===== src/rtl/bf_mem_responder.sv =====
// -----------------------------------------------------------------------------
// bf_mem_responder
// Serves the BF core's memory requests (instruction fetch, cell read, cell
// write) over a nibble-serial external bus to off-chip program/tape memory.
//
// A transaction is framed by ext_cs_n_o low. The block sends a command nibble
// (4'h2 write / 4'h1 read), then the address MSB nibble first. A write then
// sends the data high nibble first. A read turns the bus around for one cycle
// and then collects two nibbles, high nibble first. Every nibble moves only on
// a cycle with ext_rdy_i=1. A run of TIMEOUT stalled cycles aborts the
// transaction with err_o=1.
//
// Ports
//   clk          clock
//   nreset       synchronous active-low reset
//   en_i         design enable; 0 freezes every register and output
//   req_i        core request, sampled only while idle
//   we_i         1 = write, 0 = read (latched with req_i)
//   addr_i       byte address (latched with req_i)
//   wdata_i      write data (latched with req_i)
//   ack_o        one en-qualified cycle completion pulse
//   err_o        valid with ack_o; 1 = aborted by stall timeout
//   rdata_o      read data, valid from ack_o until the next ack_o
//   busy_o       high in every state except idle
//   ext_cs_n_o   frame select, low for the whole transfer
//   ext_oe_o     1 = block drives ext_dout_o onto the shared pins
//   ext_dout_o   outgoing nibble (zero whenever ext_oe_o=0)
//   ext_din_i    incoming nibble
//   ext_rdy_i    external side accepts/presents a nibble this cycle
//
// All outputs come straight from flops. Their next values are decoded from
// the next-state values, so each output matches the state it belongs to.
// -----------------------------------------------------------------------------
module bf_mem_responder #(
    parameter int ADDR_W  = 8,
    parameter int TIMEOUT = 255
) (
    input  logic              clk,
    input  logic              nreset,
    input  logic              en_i,
    input  logic              req_i,
    input  logic              we_i,
    input  logic [ADDR_W-1:0] addr_i,
    input  logic [7:0]        wdata_i,
    output logic              ack_o,
    output logic              err_o,
    output logic [7:0]        rdata_o,
    output logic              busy_o,
    output logic              ext_cs_n_o,
    output logic              ext_oe_o,
    output logic [3:0]        ext_dout_o,
    input  logic [3:0]        ext_din_i,
    input  logic              ext_rdy_i
);

    localparam int NIB     = ADDR_W / 4;
    localparam int IDX_W   = (NIB > 2) ? $clog2(NIB) : 1;
    localparam int STALL_W = (TIMEOUT > 1) ? $clog2(TIMEOUT + 1) : 1;

    localparam logic [IDX_W-1:0]   IDX_LAST   = IDX_W'(NIB - 1);
    // The abort happens in the cycle whose stall would bring the count to TIMEOUT.
    localparam logic [STALL_W-1:0] STALL_LAST = STALL_W'((TIMEOUT > 0) ? (TIMEOUT - 1) : 0);

    typedef enum logic [2:0] {
        ST_IDLE  = 3'd0,
        ST_CMD   = 3'd1,
        ST_ADDR  = 3'd2,
        ST_WDATA = 3'd3,
        ST_TURN  = 3'd4,
        ST_RDATA = 3'd5,
        ST_DONE  = 3'd6
    } state_t;

    // Address nibble number i, counted from the most significant nibble.
    function automatic logic [3:0] addr_nib(input logic [ADDR_W-1:0] a,
                                            input logic [IDX_W-1:0]  i);
        logic [3:0] r;
        r = 4'h0;
        for (int k = 0; k < NIB; k++) begin
            if (i == IDX_W'(NIB - 1 - k)) begin
                r = a[k*4 +: 4];
            end else begin
                r = r;
            end
        end
        return r;
    endfunction

    // Registers and their next-state values
    state_t              state_q, state_d;
    logic [IDX_W-1:0]    idx_q, idx_d;
    logic [STALL_W-1:0]  stall_q, stall_d;
    logic                we_q, we_d;
    logic [ADDR_W-1:0]   addr_q, addr_d;
    logic [7:0]          wdata_q, wdata_d;
    logic [3:0]          rhi_q, rhi_d;
    logic [7:0]          rdata_q, rdata_d;
    logic                ack_q, ack_d;
    logic                err_q, err_d;
    logic                busy_q, busy_d;
    logic                cs_n_q, cs_n_d;
    logic                oe_q, oe_d;
    logic [3:0]          dout_q, dout_d;

    logic                abort_s;
    logic                timeout_hit_s;
    logic [STALL_W-1:0]  stall_inc_s;

    assign timeout_hit_s = (TIMEOUT != 0) && (stall_q == STALL_LAST);
    // With TIMEOUT=0 the counter is parked so it never wraps into a false abort.
    assign stall_inc_s   = (TIMEOUT != 0) ? (stall_q + STALL_W'(1)) : stall_q;

    // Next-state, nibble index, stall counter and latched-request logic
    always_comb begin
        state_d = state_q;
        idx_d   = idx_q;
        stall_d = stall_q;
        we_d    = we_q;
        addr_d  = addr_q;
        wdata_d = wdata_q;
        rhi_d   = rhi_q;
        rdata_d = rdata_q;
        abort_s = 1'b0;

        case (state_q)
            ST_IDLE: begin
                if (req_i) begin
                    state_d = ST_CMD;
                    we_d    = we_i;
                    addr_d  = addr_i;
                    wdata_d = wdata_i;
                    idx_d   = '0;
                    stall_d = '0;
                end else begin
                    state_d = ST_IDLE;
                end
            end

            ST_CMD: begin
                if (ext_rdy_i) begin
                    state_d = ST_ADDR;
                    idx_d   = '0;
                    stall_d = '0;
                end else if (timeout_hit_s) begin
                    state_d = ST_DONE;
                    abort_s = 1'b1;
                end else begin
                    stall_d = stall_inc_s;
                end
            end

            ST_ADDR: begin
                if (ext_rdy_i) begin
                    stall_d = '0;
                    if (idx_q == IDX_LAST) begin
                        state_d = we_q ? ST_WDATA : ST_TURN;
                        idx_d   = '0;
                    end else begin
                        idx_d = idx_q + IDX_W'(1);
                    end
                end else if (timeout_hit_s) begin
                    state_d = ST_DONE;
                    abort_s = 1'b1;
                end else begin
                    stall_d = stall_inc_s;
                end
            end

            ST_WDATA: begin
                if (ext_rdy_i) begin
                    stall_d = '0;
                    if (idx_q != '0) begin
                        state_d = ST_DONE;
                        idx_d   = '0;
                    end else begin
                        idx_d = IDX_W'(1);
                    end
                end else if (timeout_hit_s) begin
                    state_d = ST_DONE;
                    abort_s = 1'b1;
                end else begin
                    stall_d = stall_inc_s;
                end
            end

            ST_TURN: begin
                // Bus turnaround: exactly one cycle, ext_rdy_i has no effect.
                state_d = ST_RDATA;
                idx_d   = '0;
                stall_d = '0;
            end

            ST_RDATA: begin
                if (ext_rdy_i) begin
                    stall_d = '0;
                    if (idx_q != '0) begin
                        state_d = ST_DONE;
                        idx_d   = '0;
                        rdata_d = {rhi_q, ext_din_i};
                    end else begin
                        rhi_d = ext_din_i;
                        idx_d = IDX_W'(1);
                    end
                end else if (timeout_hit_s) begin
                    state_d = ST_DONE;
                    abort_s = 1'b1;
                end else begin
                    stall_d = stall_inc_s;
                end
            end

            ST_DONE: begin
                state_d = ST_IDLE;
                stall_d = '0;
            end

            default: begin
                state_d = ST_IDLE;
                idx_d   = '0;
                stall_d = '0;
            end
        endcase

        // An aborted transfer reports zero data for reads and writes alike.
        if (abort_s) begin
            rdata_d = 8'h00;
            stall_d = '0;
            idx_d   = '0;
        end else begin
            rdata_d = rdata_d;
        end
    end

    // Output decode from the next-state values, captured by the output flops
    always_comb begin
        ack_d  = 1'b0;
        err_d  = 1'b0;
        busy_d = 1'b1;
        cs_n_d = 1'b0;
        oe_d   = 1'b0;
        dout_d = 4'h0;

        case (state_d)
            ST_IDLE: begin
                busy_d = 1'b0;
                cs_n_d = 1'b1;
            end
            ST_CMD: begin
                oe_d   = 1'b1;
                dout_d = we_d ? 4'h2 : 4'h1;
            end
            ST_ADDR: begin
                oe_d   = 1'b1;
                dout_d = addr_nib(addr_d, idx_d);
            end
            ST_WDATA: begin
                oe_d   = 1'b1;
                dout_d = (idx_d == '0) ? wdata_d[7:4] : wdata_d[3:0];
            end
            ST_TURN: begin
                oe_d = 1'b0;
            end
            ST_RDATA: begin
                oe_d = 1'b0;
            end
            ST_DONE: begin
                cs_n_d = 1'b1;
                ack_d  = 1'b1;
                err_d  = abort_s;
            end
            default: begin
                busy_d = 1'b0;
                cs_n_d = 1'b1;
            end
        endcase
    end

    // State, datapath and output registers; en_i=0 holds everything
    always_ff @(posedge clk) begin
        if (!nreset) begin
            state_q <= ST_IDLE;
            idx_q   <= '0;
            stall_q <= '0;
            we_q    <= 1'b0;
            addr_q  <= '0;
            wdata_q <= 8'h00;
            rhi_q   <= 4'h0;
            rdata_q <= 8'h00;
            ack_q   <= 1'b0;
            err_q   <= 1'b0;
            busy_q  <= 1'b0;
            cs_n_q  <= 1'b1;
            oe_q    <= 1'b0;
            dout_q  <= 4'h0;
        end else if (en_i) begin
            state_q <= state_d;
            idx_q   <= idx_d;
            stall_q <= stall_d;
            we_q    <= we_d;
            addr_q  <= addr_d;
            wdata_q <= wdata_d;
            rhi_q   <= rhi_d;
            rdata_q <= rdata_d;
            ack_q   <= ack_d;
            err_q   <= err_d;
            busy_q  <= busy_d;
            cs_n_q  <= cs_n_d;
            oe_q    <= oe_d;
            dout_q  <= dout_d;
        end
    end

    assign ack_o      = ack_q;
    assign err_o      = err_q;
    assign rdata_o    = rdata_q;
    assign busy_o     = busy_q;
    assign ext_cs_n_o = cs_n_q;
    assign ext_oe_o   = oe_q;
    assign ext_dout_o = dout_q;

endmodule


===== config.mk =====
export PLATFORM = sky130hd
export DESIGN_NAME = bf_mem_responder
export DESIGN_NICKNAME = d
export VERILOG_FILES = /design/src/rtl/bf_mem_responder.sv
export SDC_FILE = /design/constraint.sdc
export NUM_CORES = 1
export LEC_CHECK = 0
export CAP_MARGIN = 15
export CORE_UTILIZATION = 30
export DETAILED_ROUTE_END_ITERATION = 8
export DONT_BUFFER_PORTS = 1
export PLACE_DENSITY = 0.44
export SLEW_MARGIN = 30
export SYNTH_ARGS = -nofsm -noshare
export SYNTH_HDL_FRONTEND = slang
export SYNTH_SLANG_ARGS = --single-unit

===== constraint.sdc =====
create_clock -name clk -period 6.72 [get_ports clk]
set_input_delay 1.344 -clock clk [delete_from_list [all_inputs] [get_ports clk]]
set_output_delay 1.344 -clock clk [all_outputs]
set_load 0.01 [all_outputs]

== After elaboration in Yosys (flattened, before gate mapping) ==
Index checks and enable logic that the tools add are counted.

* Output and inout port bits: 17
* Register bits: 50

* Bitwise gates (word level): 1
* $add $sub $neg: 2
* Eq/ne operators: 15
* Mux-type cells: 44
* Reduce and logical (&&, ||, !) cells: 12

{| class="wikitable"
|+ Operator list
! kind !! number
|-
| $mux 8 || 12
|-
| $mux 3 || 7
|-
| $eq 3x3->1 const B || 6
|-
| $mux 1 || 18
|-
| $pmux 8 s2 || 1
|-
| $pmux 3 s5 || 1
|-
| $eq 3x2->1 const B || 4
|-
| $pmux 4 s3 || 1
|-
| $add 8x1->8 const B || 1
|-
| $eq 8x8->1 const B || 1
|-
| $mux 4 || 2
|-
| $reduce_and 4->1 || 2
|-
| $eq 3x1->1 const B || 2
|-
| $reduce_bool 2->1 || 3
|-
| $reduce_or 6->1 || 1
|-
| $pmux 1 s5 || 1
|-
| $reduce_or 5->1 || 1
|-
| $ne 4x4->1 const B || 1
|-
| $reduce_or 4->1 || 1
|-
| $logic_not 3->1 || 1
|-
| $ne 3x3->1 const B || 1
|-
| $reduce_and 3->1 || 1
|-
| $reduce_or 3->1 || 1
|-
| $mux 2 || 1
|-
| other kinds (3) || 3
|}

== Logic depth before layout (Yosys ltp) ==
* Depth after elaboration: 7
* Depth in mapped cells: 10
* Depth with buffers taken out: 8

== Least setup slack after synthesis ==
OpenSTA, ideal clock, no wires.

* Path kind: input-to-reg
* Start point: in ext_rdy_i
* End point: reg dout_q[0] (netlist: ext_dout_o[0])
* Stages on the path: 9
* Path slack: 3567 ps
* Arrival: 3033 ps
* Cells stage by stage: buf_2 clkinv_1 ha_1 o32a_1 and3_4 buf_6 or4_1 a32oi_1 nand2_1

* Longest elaborated chain between the ends: 5
* Elaborated cells between the ends (all ways): 17
* Classes of those cells: 3 x eq/ne; 14 x mux

{| class="wikitable"
|+ Ends and longest elaborated chain
! what !! line !! source
|-
| from (decl) || 53 || <nowiki>input logic ext_rdy_i</nowiki>
|-
| $mux 1 (on tied branches) || 170, 140, 153 ||
|-
| $pmux 1 s5 / $mux 1 (equally long branches) || n/a ||
|-
| $mux 1 || 225 || <nowiki>if (abort_s) begin</nowiki>
|-
| $mux 4 (on tied branches) || 258, 80 ||
|-
| $pmux 4 s3 (*) || 243 || <nowiki>case (state_d)</nowiki>
|-
| to (signal assigned) || 309 || <nowiki>dout_q <= dout_d;</nowiki>
|-
| to (decl) || 103 || <nowiki>logic [3:0] dout_q, dout_d;</nowiki>
|}

Mark *: on every way between the ends. The rest lies on a longest branch, timed or not.
A chain may end at the register's enable or synchronous reset.

== Worst setup path after layout ==
* Start point: in ext_rdy_i
* End point: reg rdata_q[4] (netlist: rdata_o[4])

* Longest elaborated chain between the ends: 4
* Elaborated cells between the ends (all ways): 7
* Classes of those cells: 3 x mux; 4 x reduce/logical

{| class="wikitable"
|+ Ends and longest elaborated chain
! what !! line !! source
|-
| $mux 1 || 170 || <nowiki>if (ext_rdy_i) begin</nowiki>
|-
| $mux 1 || n/a ||
|-
| $reduce_bool 2->1 (no source line) || n/a ||
|-
| $reduce_and 4->1 (no source line) || n/a ||
|-
| to (signal assigned) || 303 || <nowiki>rdata_q <= rdata_d;</nowiki>
|-
| to (decl) || 97 || <nowiki>logic [7:0] rdata_q, rdata_d;</nowiki>
|}

Several ways; a longest one is shown, not always the timed one.

==> flow_summary.yaml <==
clock_tree:
  cts-resized-gates: 0
  root_buffer: "clkbuf_8"
  hold_buffers: 0
  clk_pin_slew_worst_paths_ps: 100
  cts_max_path_buffers: 2
  cts_sinks: 50
  cts_tree: "yes"
  post_cts_buffers: 0
  cts_buffers: 5
  htreeDepth: 2
  insertion_delay_ps: 300
die:
  dieArea_um2: 8550
  fp.dieW_um: 92.5
  fp.dieH_um: 92.5
  io_pins: 43
  start_util: 0.315
  core_um2: 7810
  num_rows: 32
logic_synthesis:
  synth_most_common_cell: "nand2_1"
  mappedNetlistNets: 341
  ys_ff_latch: 50
  seq_area_frac_synth: 0.408
  synth_flop_cell: "dfxtp_1"
  yosys.area.top_type: "dfxtp_1"
  synth.avg_cell_area_um2: 7.87
  async_reset_ff_frac: 0
  synth_common_cells: "nand2_1, dfxtp_1, nor2_1"
  synth_area_um2: 2460
  synth_top_cell_area_share: 0.408
  synth_edf_count: 0
  synthTopCellsByArea: "dfxtp_1, nand2_1, a21oi_1"
  ys_warn_count: 0
  ys_types: 49
  netlist_instances: 312
power:
  power_uw: 577
  power_density_nw_per_um2: 220
  ir_drop_mv: 0.0789
  p_leak_uw: 0.000881
hold_path:
  min_path_type: "reg2reg"
  min_path_cells: 2
global_route:
  antenna_found_initial: 0
  grt_max_degree: 40
  grt_pass1_vias: 2160
  grtUsageTotal: 0.159
  grt-ovfl-total: 0
  grt_pass1_wl_um: 10700
critical_path:
  startpoint: "ext_rdy_i"
  path_depth: 5
  path_delay_family: "compound AO/OA/AOI/OAI gates"
  crit_path_cell_trace: "a21o_1 -> nor3_2 -> a21oi_1 -> a22oi_1 -> nor2_1"
  required_ps: 6910
  critPathKind: "in2reg"
  cp-start-kind: "primary input"
  regToRegEndpoint: "rdata_o[4]"
  path_max_fanout: 12
  crit_buf_inv: 0
  end_kind: "flip-flop"
  reg2reg_from: "state_q[1]"
  r2r_cells: 6
  cp_data_arrival_time_ps: 3020
  critPathSlowestCell: "nor3_2"
  crit_path_max_incr_delay_ps: 750
  r2r_setup_slack_ps: 4080
  cp-endpoint: "rdata_o[4]"
sta:
  worst_slew_pin_slew_ps: 889
  rsz0062_at_grt: "no"
  timing.final.max_slew_violations: 0
  hold_viol: 0
  slew_headroom: 0.404
  setup_slack_ps: 3890
  finalSetupViolations: 0
  fin_crit_sh: 0.421
  fmax_mhz: 354
  fin_setup_tns_ps: 0
  fin_crit_ps: 2830
  finClkSkew_ps: 11.8
  fin_hold_ws_ps: 462
run_status:
  status: "completed"
routing:
  drt-total-wl_um: 6500
  drt-pass1-iter-count: 4
  wl_per_cell_um: 15.9
  viasPerCell: 5.35
  vias: 2182
  drt_iter0_drc: 114
  drtAntennaViolNets: 0
  route.detailed.drc: 0
cells_and_area:
  layout-drive-gt1-share: 0.0556
  final_nets: 334
  fin_area_um2: 2620
  syn_to_final_growth_pct: 6.52
  antennaDiodeCount: 0
placement:
  portBuffers: 0
  dp_hpwl_um: 4630
  gp_congestion: 0.842
  placed_area_um2: 2520
  place_ws_ps: 3630
run:
  maxCapViolCount: 0
==> per-layer routing <==
layer	global-route usage	wire length, um	share of wire	vias to the layer above
met4	0.0495	46	0.0071	0
met5	0	0	0	-
met3	0.0394	370	0.057	2
met1	0.210	3090	0.47	1018
met2	0.254	2990	0.46	54
li1	-	-	-	1108
==> logic make-up (layout without fill, tap and decap cells) <==
logic type	Yosys count	after routing	share of synthesized area
compound gates	87	87	0.240
fa+ha+maj	3	3	0.0153
buf+inv	22	16	0.0423
simple gates	138	138	0.249
flops	50	50	0.408
xor+xnor	6	6	0.0214
mux	6	6	0.0245
==> metrics by stage <==
stage               utilization  instances
global route              0.335        408
global placement          0.322        400
floorplan                     -        312
detailed placement        0.322        400
CTS                       0.335        408
finish                    0.335        408
==> final cells by class <==
| type | count | area, um2 |
|---|---|---|
| clock buffer | 6 | 82.6 |
| multi-input combinational | 240 | 1350 |
| sequential | 50 | 1000 |
| inverter | 6 | 22.5 |
| clock inverter | 2 | 16.3 |
| timing repair buffer | 2 | 15.0 |
| fill | 855 | 5190 |
| tap | 102 | 128 |
==> flip-flops by register name (all words and copies together), names as in the netlist <==
signal      count
rhi_q           4
ext_dout_o      4
wdata_q         8
we_q            1
ext_oe_o        1
stall_q         8
err_o           1
ext_cs_n_o      1
busy_o          1
idx_q           1
addr_q          8
rdata_o         8
ack_o           1
state_q         3
==> report_power, final <==
group / internal, uW / total (uW) / switching (uW)
registers: 306 / 318 / 12.0
logic: 25.2 / 69.8 / 44.6
clock network: 84.9 / 189 / 104
==> worst reg2reg max path, cell delays in order (launching register included) <==
cell      delay (ps)
dfxtp_1          630
nand2b_1         160
a21o_1           250
nor3_2           750
a21oi_1          430
a22oi_1          260
nor2_1            50
==> how the worst min path moves through the flow <==
stage / from / end / slack, ps
finish: addr_q[1] / addr_q[1] / 460
CTS: wdata_q[3] / wdata_q[3] / 470
detailed placement: addr_q[6] / addr_q[6] / 450
global placement: addr_q[6] / addr_q[6] / 440
floorplan: addr_q[0] / addr_q[0] / 430
global route: addr_q[0] / addr_q[0] / 490
==> cell usage in the layout, fill, tap and decap left out, drive strengths merged, types with 3 or more instances in the layout <==
master | Yosys | layout
o21ai | 12 | 12
a22oi | 8 | 8
a21oi | 33 | 33
mux2i | 6 | 6
inv | 4 | 5
a2111oi | 4 | 4
nand2 | 59 | 59
o211ai | 3 | 3
nand3 | 9 | 9
o32a | 3 | 3
or4 | 3 | 3
ha | 3 | 3
dfxtp | 50 | 50
nand4 | 4 | 4
nor2b | 5 | 5
nor2 | 45 | 45
clkbuf | 8 | 6
nor3 | 7 | 7
o2111ai | 4 | 4
xor2 | 4 | 4
No activity file was read; power rests on OpenSTA's default activity.
